--- src/rtl/result_display.sv ---
// result_display: signed 8-bit result to a sign + three-digit decimal readout
// on a time-multiplexed 4-digit common-anode seven-segment display.
// A sequential double-dabble engine converts the magnitude. The refresh
// scanner runs on its own and never waits for a conversion.
module result_display #(
    parameter int unsigned REFRESH_DIV = 50000
) (
    input  logic       clock,
    input  logic       reset,
    input  logic [7:0] value,
    output logic [6:0] seg,
    output logic [3:0] an,
    output logic       busy
);

    localparam int unsigned       RW           = $clog2(REFRESH_DIV);
    localparam logic [RW-1:0]     REFRESH_LAST = RW'(REFRESH_DIV - 1);
    localparam logic [6:0]        SEG_BLANK    = 7'h7F;
    localparam logic [6:0]        SEG_MINUS    = 7'h3F;

    typedef enum logic [1:0] {
        IDLE,
        SHIFT,
        COMMIT
    } state_t;

    state_t      state;
    logic [7:0]  captured;
    logic [7:0]  mag;
    logic [11:0] bcd;
    logic [2:0]  iter;
    logic        neg_shadow;
    logic        neg;
    logic [3:0]  hun;
    logic [3:0]  ten;
    logic [3:0]  one;
    logic [RW-1:0] refresh;
    logic [1:0]  dig;
    logic [11:0] bcd_adj_c;

    // Active-low segment pattern for a decimal digit; anything else blanks.
    function automatic logic [6:0] decode_digit(input logic [3:0] d);
        logic [6:0] s;
        case (d)
            4'd0:    s = 7'h40;
            4'd1:    s = 7'h79;
            4'd2:    s = 7'h24;
            4'd3:    s = 7'h30;
            4'd4:    s = 7'h19;
            4'd5:    s = 7'h12;
            4'd6:    s = 7'h02;
            4'd7:    s = 7'h78;
            4'd8:    s = 7'h00;
            4'd9:    s = 7'h10;
            default: s = SEG_BLANK;
        endcase
        return s;
    endfunction

    // Double-dabble correction: add 3 to every BCD nibble of 5 or more.
    always_comb begin
        bcd_adj_c = bcd;
        for (int i = 0; i < 3; i++) begin
            if (bcd[4*i +: 4] >= 4'd5) begin
                bcd_adj_c[4*i +: 4] = bcd[4*i +: 4] + 4'd3;
            end
        end
    end

    // Conversion FSM: capture on change, eight shift steps, atomic commit.
    always_ff @(posedge clock or posedge reset) begin
        if (reset) begin
            state      <= IDLE;
            captured   <= 8'd0;
            mag        <= 8'd0;
            bcd        <= 12'd0;
            iter       <= 3'd0;
            neg_shadow <= 1'b0;
            neg        <= 1'b0;
            hun        <= 4'd0;
            ten        <= 4'd0;
            one        <= 4'd0;
            busy       <= 1'b0;
        end else begin
            case (state)
                IDLE: begin
                    if (value != captured) begin
                        captured   <= value;
                        neg_shadow <= value[7];
                        // -128 negates to itself, which reads as 128 unsigned
                        mag        <= value[7] ? 8'(~value + 8'd1) : value;
                        bcd        <= 12'd0;
                        iter       <= 3'd0;
                        busy       <= 1'b1;
                        state      <= SHIFT;
                    end
                end
                SHIFT: begin
                    bcd  <= {bcd_adj_c[10:0], mag[7]};
                    mag  <= {mag[6:0], 1'b0};
                    iter <= iter + 3'd1;
                    if (iter == 3'd7) begin
                        state <= COMMIT;
                    end
                end
                COMMIT: begin
                    neg   <= neg_shadow;
                    hun   <= bcd[11:8];
                    ten   <= bcd[7:4];
                    one   <= bcd[3:0];
                    busy  <= 1'b0;
                    state <= IDLE;
                end
                default: begin
                    busy  <= 1'b0;
                    state <= IDLE;
                end
            endcase
        end
    end

    // Refresh scanner: each digit stays lit for REFRESH_DIV cycles.
    always_ff @(posedge clock or posedge reset) begin
        if (reset) begin
            refresh <= '0;
            dig     <= 2'd0;
        end else if (refresh == REFRESH_LAST) begin
            refresh <= '0;
            dig     <= dig + 2'd1;
        end else begin
            refresh <= refresh + RW'(1);
        end
    end

    // Anode select decoded straight from the scan register.
    assign an = ~(4'b0001 << dig);

    // Segment select with sign and leading-zero blanking.
    always_comb begin
        seg = SEG_BLANK;
        case (dig)
            2'd0: seg = decode_digit(one);
            2'd1: seg = (hun == 4'd0 && ten == 4'd0) ? SEG_BLANK : decode_digit(ten);
            2'd2: seg = (hun == 4'd0) ? SEG_BLANK : decode_digit(hun);
            2'd3: seg = neg ? SEG_MINUS : SEG_BLANK;
            default: seg = SEG_BLANK;
        endcase
    end

endmodule

--- config.mk ---
export PLATFORM = sky130hd
export DESIGN_NAME = result_display
export DESIGN_NICKNAME = d
export VERILOG_FILES = /design/src/rtl/result_display.sv
export SDC_FILE = /design/constraint.sdc
export NUM_CORES = 1
export LEC_CHECK = 0
export ABC_AREA = 0
export BUFFER_PORTS_ARGS = -buffer_cell sky130_fd_sc_hd__buf_2
export CORE_MARGIN = 2
export CORE_UTILIZATION = 64
export CTS_BUF_LIST = sky130_fd_sc_hd__clkbuf_4
export CTS_CLUSTER_SIZE = 28
export DETAILED_ROUTE_END_ITERATION = 8
export PLACE_DENSITY = 0.83
export REMOVE_ABC_BUFFERS = 1
export SLEW_MARGIN = 20
export SYNTH_ARGS = -nofsm -noshare
export SYNTH_HDL_FRONTEND = slang
export SYNTH_SLANG_ARGS = --single-unit
--- constraint.sdc ---
create_clock -name clock -period 2.2 [get_ports clock]
set_input_delay 0.44 -clock clock [delete_from_list [all_inputs] [get_ports clock]]
set_output_delay 0.44 -clock clock [all_outputs]
set_load 0.03 [all_outputs]
======== Yosys cells after proc, flatten, opt, wreduce, memory -nomap -nowiden ========
Memories as Yosys holds them, arrays and structs flattened.
Index checks and enable logic that the tools add are counted.
word-level totals
  flip-flop bits (word level) ............. 66
  memories kept ........................... 3
  bits in read-only memories .............. 336
  bits of input ports ..................... 10
  output and inout port bits .............. 12
memories
  memory           words  bits a word  read ports  clocked after memory_dff  write ports  line  source
  (no name shown)  16     7            1           0                         0            44    case (d)
  (no name shown)  16     7            1           0                         0            44
  (no name shown)  16     7            1           0                         0            44
operators by class
  eq/ne operators ......................... 10
  shift operators ......................... 1
  reduce and logical (&&, ||, !) cells .... 10
  $add $sub $neg .......................... 7
  mux-type cells .......................... 20
  bitwise logic cells ..................... 3
  magnitude comparators ................... 3
operators by type and width
  kind                                                  number
  case mux 7 bit (4 select lines)                       1
  case mux 12 bit (2 select lines)                      1
  two-way mux 7 bit                                     3
  adder 16 x 1 -> 16 bit (second input constant)        1
  equality test 16 bit (second input constant)          1
  two-way mux 16 bit                                    1
  two-way mux 8 bit                                     2
  case mux 8 bit (2 select lines)                       1
  >= comparator 4 x 3 -> 1 bit (second input constant)  3
  two-way mux 12 bit                                    1
  adder 4 x 2 -> 4 bit (second input constant)          2
  adder 8 x 1 -> 8 bit (second input constant)          1
  zero test 4 bit                                       2
  two-way mux 4 bit                                     2
  inequality test 8 bit                                 1
  NOT 8 bit                                             1
  AND reduction 2 bit                                   4
  equality test 2 bit (second input constant)           3
  two-way mux 3 bit                                     2
  case mux 3 bit (2 select lines)                       1
  equality test 2 x 1 -> 1 bit (second input constant)  2
  zero test 2 bit                                       2
  two-way mux 2 bit                                     2
  inequality test 2 bit (second input constant)         2
  other kinds (12)                                      12

======== Logic depth before layout (Yosys ltp) ========
Gate-level depths: netlist of run 1.
  word-level depth ........................ 5
  depth in mapped cells ................... 7

======== Worst setup path after synthesis of run 1 ========
OpenSTA, ideal clock, no wires.
  kind .................................... register to output
  start ................................... register dig[0]
  end ..................................... output port seg[6]
  setup slack ............................. -0.038 ns
  arrival ................................. 1.798 ns
  path buffers ............................ 0
  stages on the path, launching flop included .. 7
  cells stage by stage .................... dfrtp_1 > inv_1 > ha_1 > inv_1 > a21oi_1 > o21ai_0 > a32oi_1
between the ends
  longest elaborated chain between the ends .. 2
  elaborated cells on any way between the ends .. 5
RTL lines
  element                                            line  source
  from (decl)                                        38    logic [1:0] dig;
  from (signal assigned)                             129   dig <= dig + 2'd1;
  equality test 2 bit, or another cell as far along  141   case (dig)
  case mux 7 bit (4 select lines) *                  141
  to (decl)                                          11    output logic [6:0] seg,
Mark *: on every way between the ends. The rest lies on a longest branch, timed or not.

======== Worst setup path after layout of run 1 ========
  start ................................... register hun[0]
  end ..................................... output port seg[5]
between the ends
  longest elaborated chain between the ends .. 4
  elaborated cells on any way between the ends .. 6
RTL lines
  element                                                      line  source
  from (decl)                                                  34    logic [3:0] hun;
  from (signal assigned)                                       108   hun <= bcd[11:8];
  branches (longest 3 deep; another with memory (16 x 7 bit))  -
  case mux 7 bit (4 select lines) *                            141
Mark *: on every way between the ends.

==> reports/metrics.csv, run 1 <==
stage;metric;value;unit
clock_network;cts_sinks;65;
setup_path;reg2reg_depth;5;
clock_network;cts_max_level;3;
synthesis;synthFlopType;dfrtp_1;
power_and_ir_drop;power.density;1230;mW/mm²
setup_path;cp.arrival;1.90;ns
sta;period_needed;2.34;ns
die;fp-row-count;29;
min_path;hold_path_class;primary input to async pin;
sta;fin_ws;-0.138;ns
routing;wirelength;8.26;mm
routing;dr_total_vias;3159;
sta;slew_violations;0;
setup_path;crit_buf_inv;2;
routing;antenna_left;0;
power_and_ir_drop;p_leak;2.02;nW
flow_run;drv_cap;0;
setup_path;path_cells;buf_4 > ha_1 > nor2b_1 > a21oi_1 > o21ai_1 > a32oi_1 > buf_4;
routing;firstDrtPassIters;4;
clock_network;postCtsHoldBufs;0;
routing;wl_per_cell;15.5;µm
routing;drtIter0Drc;161;
synthesis;async_flop_share;100;%
clock_network;clockBufferDepth;2;
power_and_ir_drop;peakVddDrop;982;µV
sta;max_freq;428;MHz
synthesis;synthCells;415;
finish;fin_area;0.00467;mm²
synthesis;yosys_warnings;0;
global_route;grt_pass1_vias;3105;
synthesis;ys_top_cells_by_area;dfrtp_1 (40%), ha_1 (9.2%), mux2_2 (5.0%), o21ai_0 (4.2%), xnor2_1 (3.7%);
synthesis;synth_top_cell_by_area;dfrtp_1;
die;core-area;0.00624;mm²
sta;clock_skew;0.0148;ns
synthesis;synth.distinct_cells;56;
finish;nFillCells;444;
sta;hold_ws;0.0753;ns
place;pre_cts_ws;0.0610;ns
setup_path;r2r_start;refresh[0];
synthesis;yosys.area.top_type_share;40.0;%
finish;final_cells;532;
place;place_hpwl;5.69;mm
place;numPortBuffers;21;
finish;area_delta_synth_final;14.8;%
finish;fin_nets;490;
finish;insertedDiodeCount;0;
routing;via_per_inst;5.94;
setup_path;worst_setup_path_end_kind;output port;
clock_network;tritoncts;done;
setup_path;path_class;flip-flop to output port;
die;die_w;83.7;µm
finish;drive_gt1_share;25.9;%
global_route;grt_pass1_wl;14.0;mm
clock_network;clk_latency;0.42;ns
sta;setup_tns;-0.768;ns
sta;fin_crit_sh;106;%
clock_network;cts_root_buffer;clkbuf_4;
die;fp.dieH;83.7;µm
clock_network;clk_pin_slew_worst_paths;0.12;ns
setup_path;critPathLaunchType;flip-flop;
sta;tightest_slew;0.519;ns
synthesis;yosysSeqAreaShare;40.0;%
die;io_pins;22;
setup_path;crit_path_max_incr_delay;0.43;ns
place;gp_congestion;0.914;
place;place_inst;507;
power_and_ir_drop;finalPower;5.76;mW
routing;drc_errors;0;
global_route;grt_max_degree;66;
global_route;grt.total_usage;24.7;%
outcome;status;finished with violations;
finish;multi_input_area;0.00243;mm²
setup_path;reg2reg_to;refresh[9];
global_route;gr-total-overflow;0;
setup_path;rrSetupSlack;0.37;ns
setup_path;cp_top_family;flip-flops;
sta;hold_violations;0;
place;placed_area;0.00428;mm²
synthesis;synth_edf_count;0;
setup_path;cpMostUsedCell;buf_4;
setup_path;cp.required;1.76;ns
synthesis;synth_area;0.00407;mm²
setup_path;crit_fanout;4;
sta;rsz0062_at_grt;yes;
sta;setup_viol;7;
synthesis;ys_seq_elements;65;
finish;seq_area;0.00163;mm²
finish;post-route-util;74.8;%
synthesis;synth.avg_cell_area;9.80;µm²
global_route;antenna_found_initial;0;
die;die_area;0.00701;mm²
die;floorplan.initialDensity;65.1;%
clock_network;cts_made_buffers;9;
outcome;violations;negative setup slack;
setup_path;crit_slowest_cell;dfrtp_1;
sta;slew_headroom;65.4;%
[layout by cell type (no fill, tap or decap), types with 8 or more instances in the layout]
master,n
a21oi_1,15
buf_2,14
buf_4,27
clkbuf_4,10
dfrtp_1,63
ha_1,21
ha_4,8
inv_1,19
mux2_2,18
nand2_1,35
nand2b_1,8
nor2_1,20
nor2b_1,8
o21ai_0,23
o21ai_1,13
o22ai_1,9
xnor2_1,17
xor2_1,10
[worst max-delay path by stage]
stage | startpoint | end | slack [ns] | cells after the start
after floorplan | dig[0] | seg[6] | -0.04 | 6
after global placement | dig[0] | seg[6] | 0.11 | 7
after detailed placement | dig[0] | seg[6] | 0.06 | 7
after CTS | hun[2] | seg[6] | -0.13 | 5
after global routing | hun[0] | seg[6] | -0.27 | 7
final | hun[0] | seg[5] | -0.14 | 7
[logic make-up (layout without fill, tap and decap cells)]
group           count (synthesis)  count (layout)  synth area share, %
compound gates                103             103                 17.1
xor+xnor                       29              29                 6.62
fa+ha+maj                      30              30                 9.23
buf+inv                        45              85                 4.71
flops                          65              65                 40.0
mux                            23              23                 6.34
simple gates                  120             120                 16.0
[final cells by class]
cell class | count | share of cell area [%]
Multi-Input combinational cell | 305 | 52.0
Sequential cell | 65 | 34.9
Timing Repair Buffer | 43 | 6.51
Inverter | 26 | 2.14
Tap cell | 77 | 2.06
Clock buffer | 10 | 1.61
Clock inverter | 6 | 0.750
[tightest hold or removal path, stage by stage]
cell,delay [ns]
buf_2,0.10
inv_2,0.06
buf_12,0.31
[routing by layer]
metal  GRT usage, %  vias up  share of wire [%]
li1               -     1547                  -
met1           30.9     1512                 44
met2           42.1       83                 50
met3           4.75       17                3.7
met4           9.82        0                2.3
met5              0        -                  0
[where the power goes]
part | internal (mW) | total, mW | switching [mW]
sequential | 1.59 | 1.99 | 0.401
combinational | 1.41 | 3.09 | 1.67
clock | 0.237 | 0.682 | 0.445
[registers in the layout, indices dropped and copies added, names as in the netlist, 2 cells and up]
signal / cells
mag: 8
state: 2
ten: 4
hun: 4
refresh: 16
bcd: 12
dig: 2
captured: 8
iter: 3
one: 4
[cell usage after synthesis (all sizes together) (4+ instances only)]
| cell type | n |
|---|---|
| nor2b | 9 |
| buf | 10 |
| xor2 | 10 |
| nand2 | 35 |
| ha | 30 |
| inv | 25 |
| and4 | 4 |
| nand2b | 9 |
| and3 | 6 |
| nor3 | 6 |
| o31ai | 7 |
| mux2i | 4 |
| nor2 | 21 |
| nand4 | 5 |
| o22ai | 9 |
| xnor2 | 19 |
| nand3 | 5 |
| a22o | 5 |
| a211oi | 5 |
| clkbuf | 9 |
| dfrtp | 65 |
| a21oi | 19 |
| a32oi | 6 |
| nor4 | 7 |
| o21ai | 37 |
| mux2 | 19 |
[what timing repair did]
action,4_1_cts,5_1_grt
resized for setup,39,19
pin swaps,11,12
setup buffers,7,2
endpoints found under the setup margin,7,7
(Power assumes the default switching activity.)
==> run 2: changes to the inputs <==
- PLACE_DENSITY: 0.83 -> 0.84
==> reports/metrics.csv, run 2 (same netlist as run 1, synthesis figures left out) <==
stage;metric;value;unit
outcome;status;finished with violations;
outcome;violations;negative setup slack;
setup_path;worst_setup_path_end_kind;output port;
power_and_ir_drop;peakVddDrop;945;µV
clock_network;clk_latency;0.42;ns
global_route;gr-total-overflow;0;
setup_path;rrSetupSlack;0.38;ns
die;floorplan.initialDensity;65.1;%
finish;multi_input_area;0.00238;mm²
die;die_w;83.7;µm
clock_network;tritoncts;done;
sta;hold_violations;0;
power_and_ir_drop;pwr-share-seq;33.7;%
die;core-area;0.00624;mm²
setup_path;reg2reg_to;captured[6];
setup_path;cp.arrival;1.88;ns
sta;setup_viol;7;
routing;wl_per_cell;15.7;µm
die;die_area;0.00701;mm²
finish;layout_commonest_cell;dfrtp_1;
setup_path;cp.required;1.76;ns
routing;wirelength;8.35;mm
die;fp-row-count;29;
finish;fin_area;0.00464;mm²
global_route;grt_pass1_vias;3129;
die;io_pins;22;
finish;regMostFlops;refresh;
routing;drc_errors;0;
finish;area_delta_synth_final;14.1;%
power_and_ir_drop;intPower;3.30;mW
routing;dr_total_vias;3156;
place;place_hpwl;5.70;mm
setup_path;r2r_start;captured[5];
global_route;grtUsageMet3;4.55;%
setup_path;critPathLaunchType;flip-flop;
sta;setup_tns;-0.642;ns
finish;drive_gt1_share;25.7;%
clock_network;cts_max_level;3;
sta;max_freq;431;MHz
min_path;hold_path_class;primary input to async pin;
global_route;gr-usage-met1;32.0;%
clock_network;cts_root_buffer;clkbuf_4;
setup_path;reg2reg_depth;4;
sta;rsz0062_at_grt;yes;
power_and_ir_drop;p_sw_share;43.1;%
finish;seq_area;0.00163;mm²
clock_network;clockBufferDepth;2;
routing;drtIter0Drc;197;
routing;via_per_inst;5.92;
sta;tightest_slew;0.480;ns
sta;slew_headroom;68.0;%
power_and_ir_drop;p_sw;2.49;mW
power_and_ir_drop;power.density;1250;mW/mm²
power_and_ir_drop;p_leak;2.03;nW
global_route;top_usage_layer;met2;
setup_path;path_class;flip-flop to output port;
place;gp_congestion;0.894;
finish;nFillCells;441;
global_route;antenna_found_initial;0;
sta;period_needed;2.32;ns
finish;insertedDiodeCount;0;
place;numPortBuffers;21;
routing;firstDrtPassIters;5;
die;fp.dieH;83.7;µm
sta;slew_violations;0;
sta;hold_ws;0.0598;ns
clock_network;cts_made_buffers;9;
global_route;grt_max_degree;66;
setup_path;crit_fanout;4;
sta;clock_skew;0.0149;ns
global_route;grt_use_met2;43.9;%
clock_network;clk_pin_slew_worst_paths;0.11;ns
global_route;grt.total_usage;25.7;%
global_route;grt_pass1_wl;14.5;mm
sta;fin_crit_sh;105;%
flow_run;drv_cap;0;
finish;fin_nets;491;
finish;reg_top3;refresh (16), bcd (12);
clock_network;cts_sinks;65;
finish;largest_reg_flops;16;
power_and_ir_drop;p_comb_share;53.2;%
sta;fin_ws;-0.119;ns
place;pre_cts_ws;0.0941;ns
routing;antenna_left;0;
power_and_ir_drop;power.share.clock;13.1;%
finish;layout_common_cells;dfrtp_1 (63), nand2_1 (35), buf_4 (28);
place;placed_area;0.00429;mm²
run 2: cell types whose count changed in the layout (fill, tap and decap cells not counted), moves of 2 or more:
cell      previous run  this run
ha_4                 8         3
ha_2                 1         5
clkinv_2             4         1
clkinv_1             1         4
o21ai_1             13        11
run 2: worst max-delay path: stages (launching register included):
cell	delay (ns)
dfrtp_2	0.44
inv_2	0.10
ha_2	0.19
nand2_1	0.07
a21oi_1	0.17
o21ai_1	0.09
a32oi_1	0.22
buf_4	0.19
run 2: worst max path at each step:
stage           start  depth (start not counted)  slack (ns)  endpoint
2_1_floorplan  dig[0]                          6       -0.04    seg[6]
6_report       ten[1]                          7       -0.12    seg[0]
3_5_place_dp   dig[0]                          7        0.09    seg[6]
3_3_place_gp   dig[0]                          7        0.12    seg[5]
5_1_grt        hun[0]                          7       -0.22    seg[1]
4_1_cts        ten[3]                          5       -0.11    seg[2]
run 2: what timing repair did:
item                                    CTS  global route
endpoints found under the setup margin    7             7
pin swaps                                 8            10
buffers inserted                          8             1
hold buffers                              0             0
gates resized for setup                  40            13
endpoints found under the hold margin     0             0
run 2: final cells by class:
| cell class | count | area share, % |
|---|---|---|
| Multi-Input combinational cell | 305 | 51.2 |
| Tap cell | 77 | 2.08 |
| Clock inverter | 7 | 1.32 |
| Timing Repair Buffer | 44 | 6.72 |
| Sequential cell | 65 | 35.1 |
| Inverter | 26 | 2.10 |
| Clock buffer | 9 | 1.46 |
run 2: metal layers:
metal	share of wire, %	vias up
met5	0	-
met4	2.3	0
met3	3.1	22
met2	51	69
met1	44	1507
li1	-	1558
run 2: metrics by stage:
stage | util [%] | total power [mW] | std cells
after floorplan | - | 3.91 | 396
after global placement | 68.7 | 4.50 | 508
after detailed placement | 68.7 | 4.64 | 508
after CTS | 73.3 | 5.67 | 532
after global routing | 74.3 | 6.23 | 533
final | 74.3 | 5.79 | 533
run 2: power by group through the flow:
| stage | Clock, mW | Combinational (mW) | Sequential [mW] |
|---|---|---|---|
| 6_report | 0.759 | 3.08 | 1.95 |
| 5_1_grt | 0.816 | 3.39 | 2.02 |
| 4_1_cts | 0.772 | 2.96 | 1.94 |
| 3_5_place_dp | 0 | 2.65 | 1.99 |
| 3_3_place_gp | 0 | 2.55 | 1.95 |
| 2_1_floorplan | 0 | 1.94 | 1.97 |
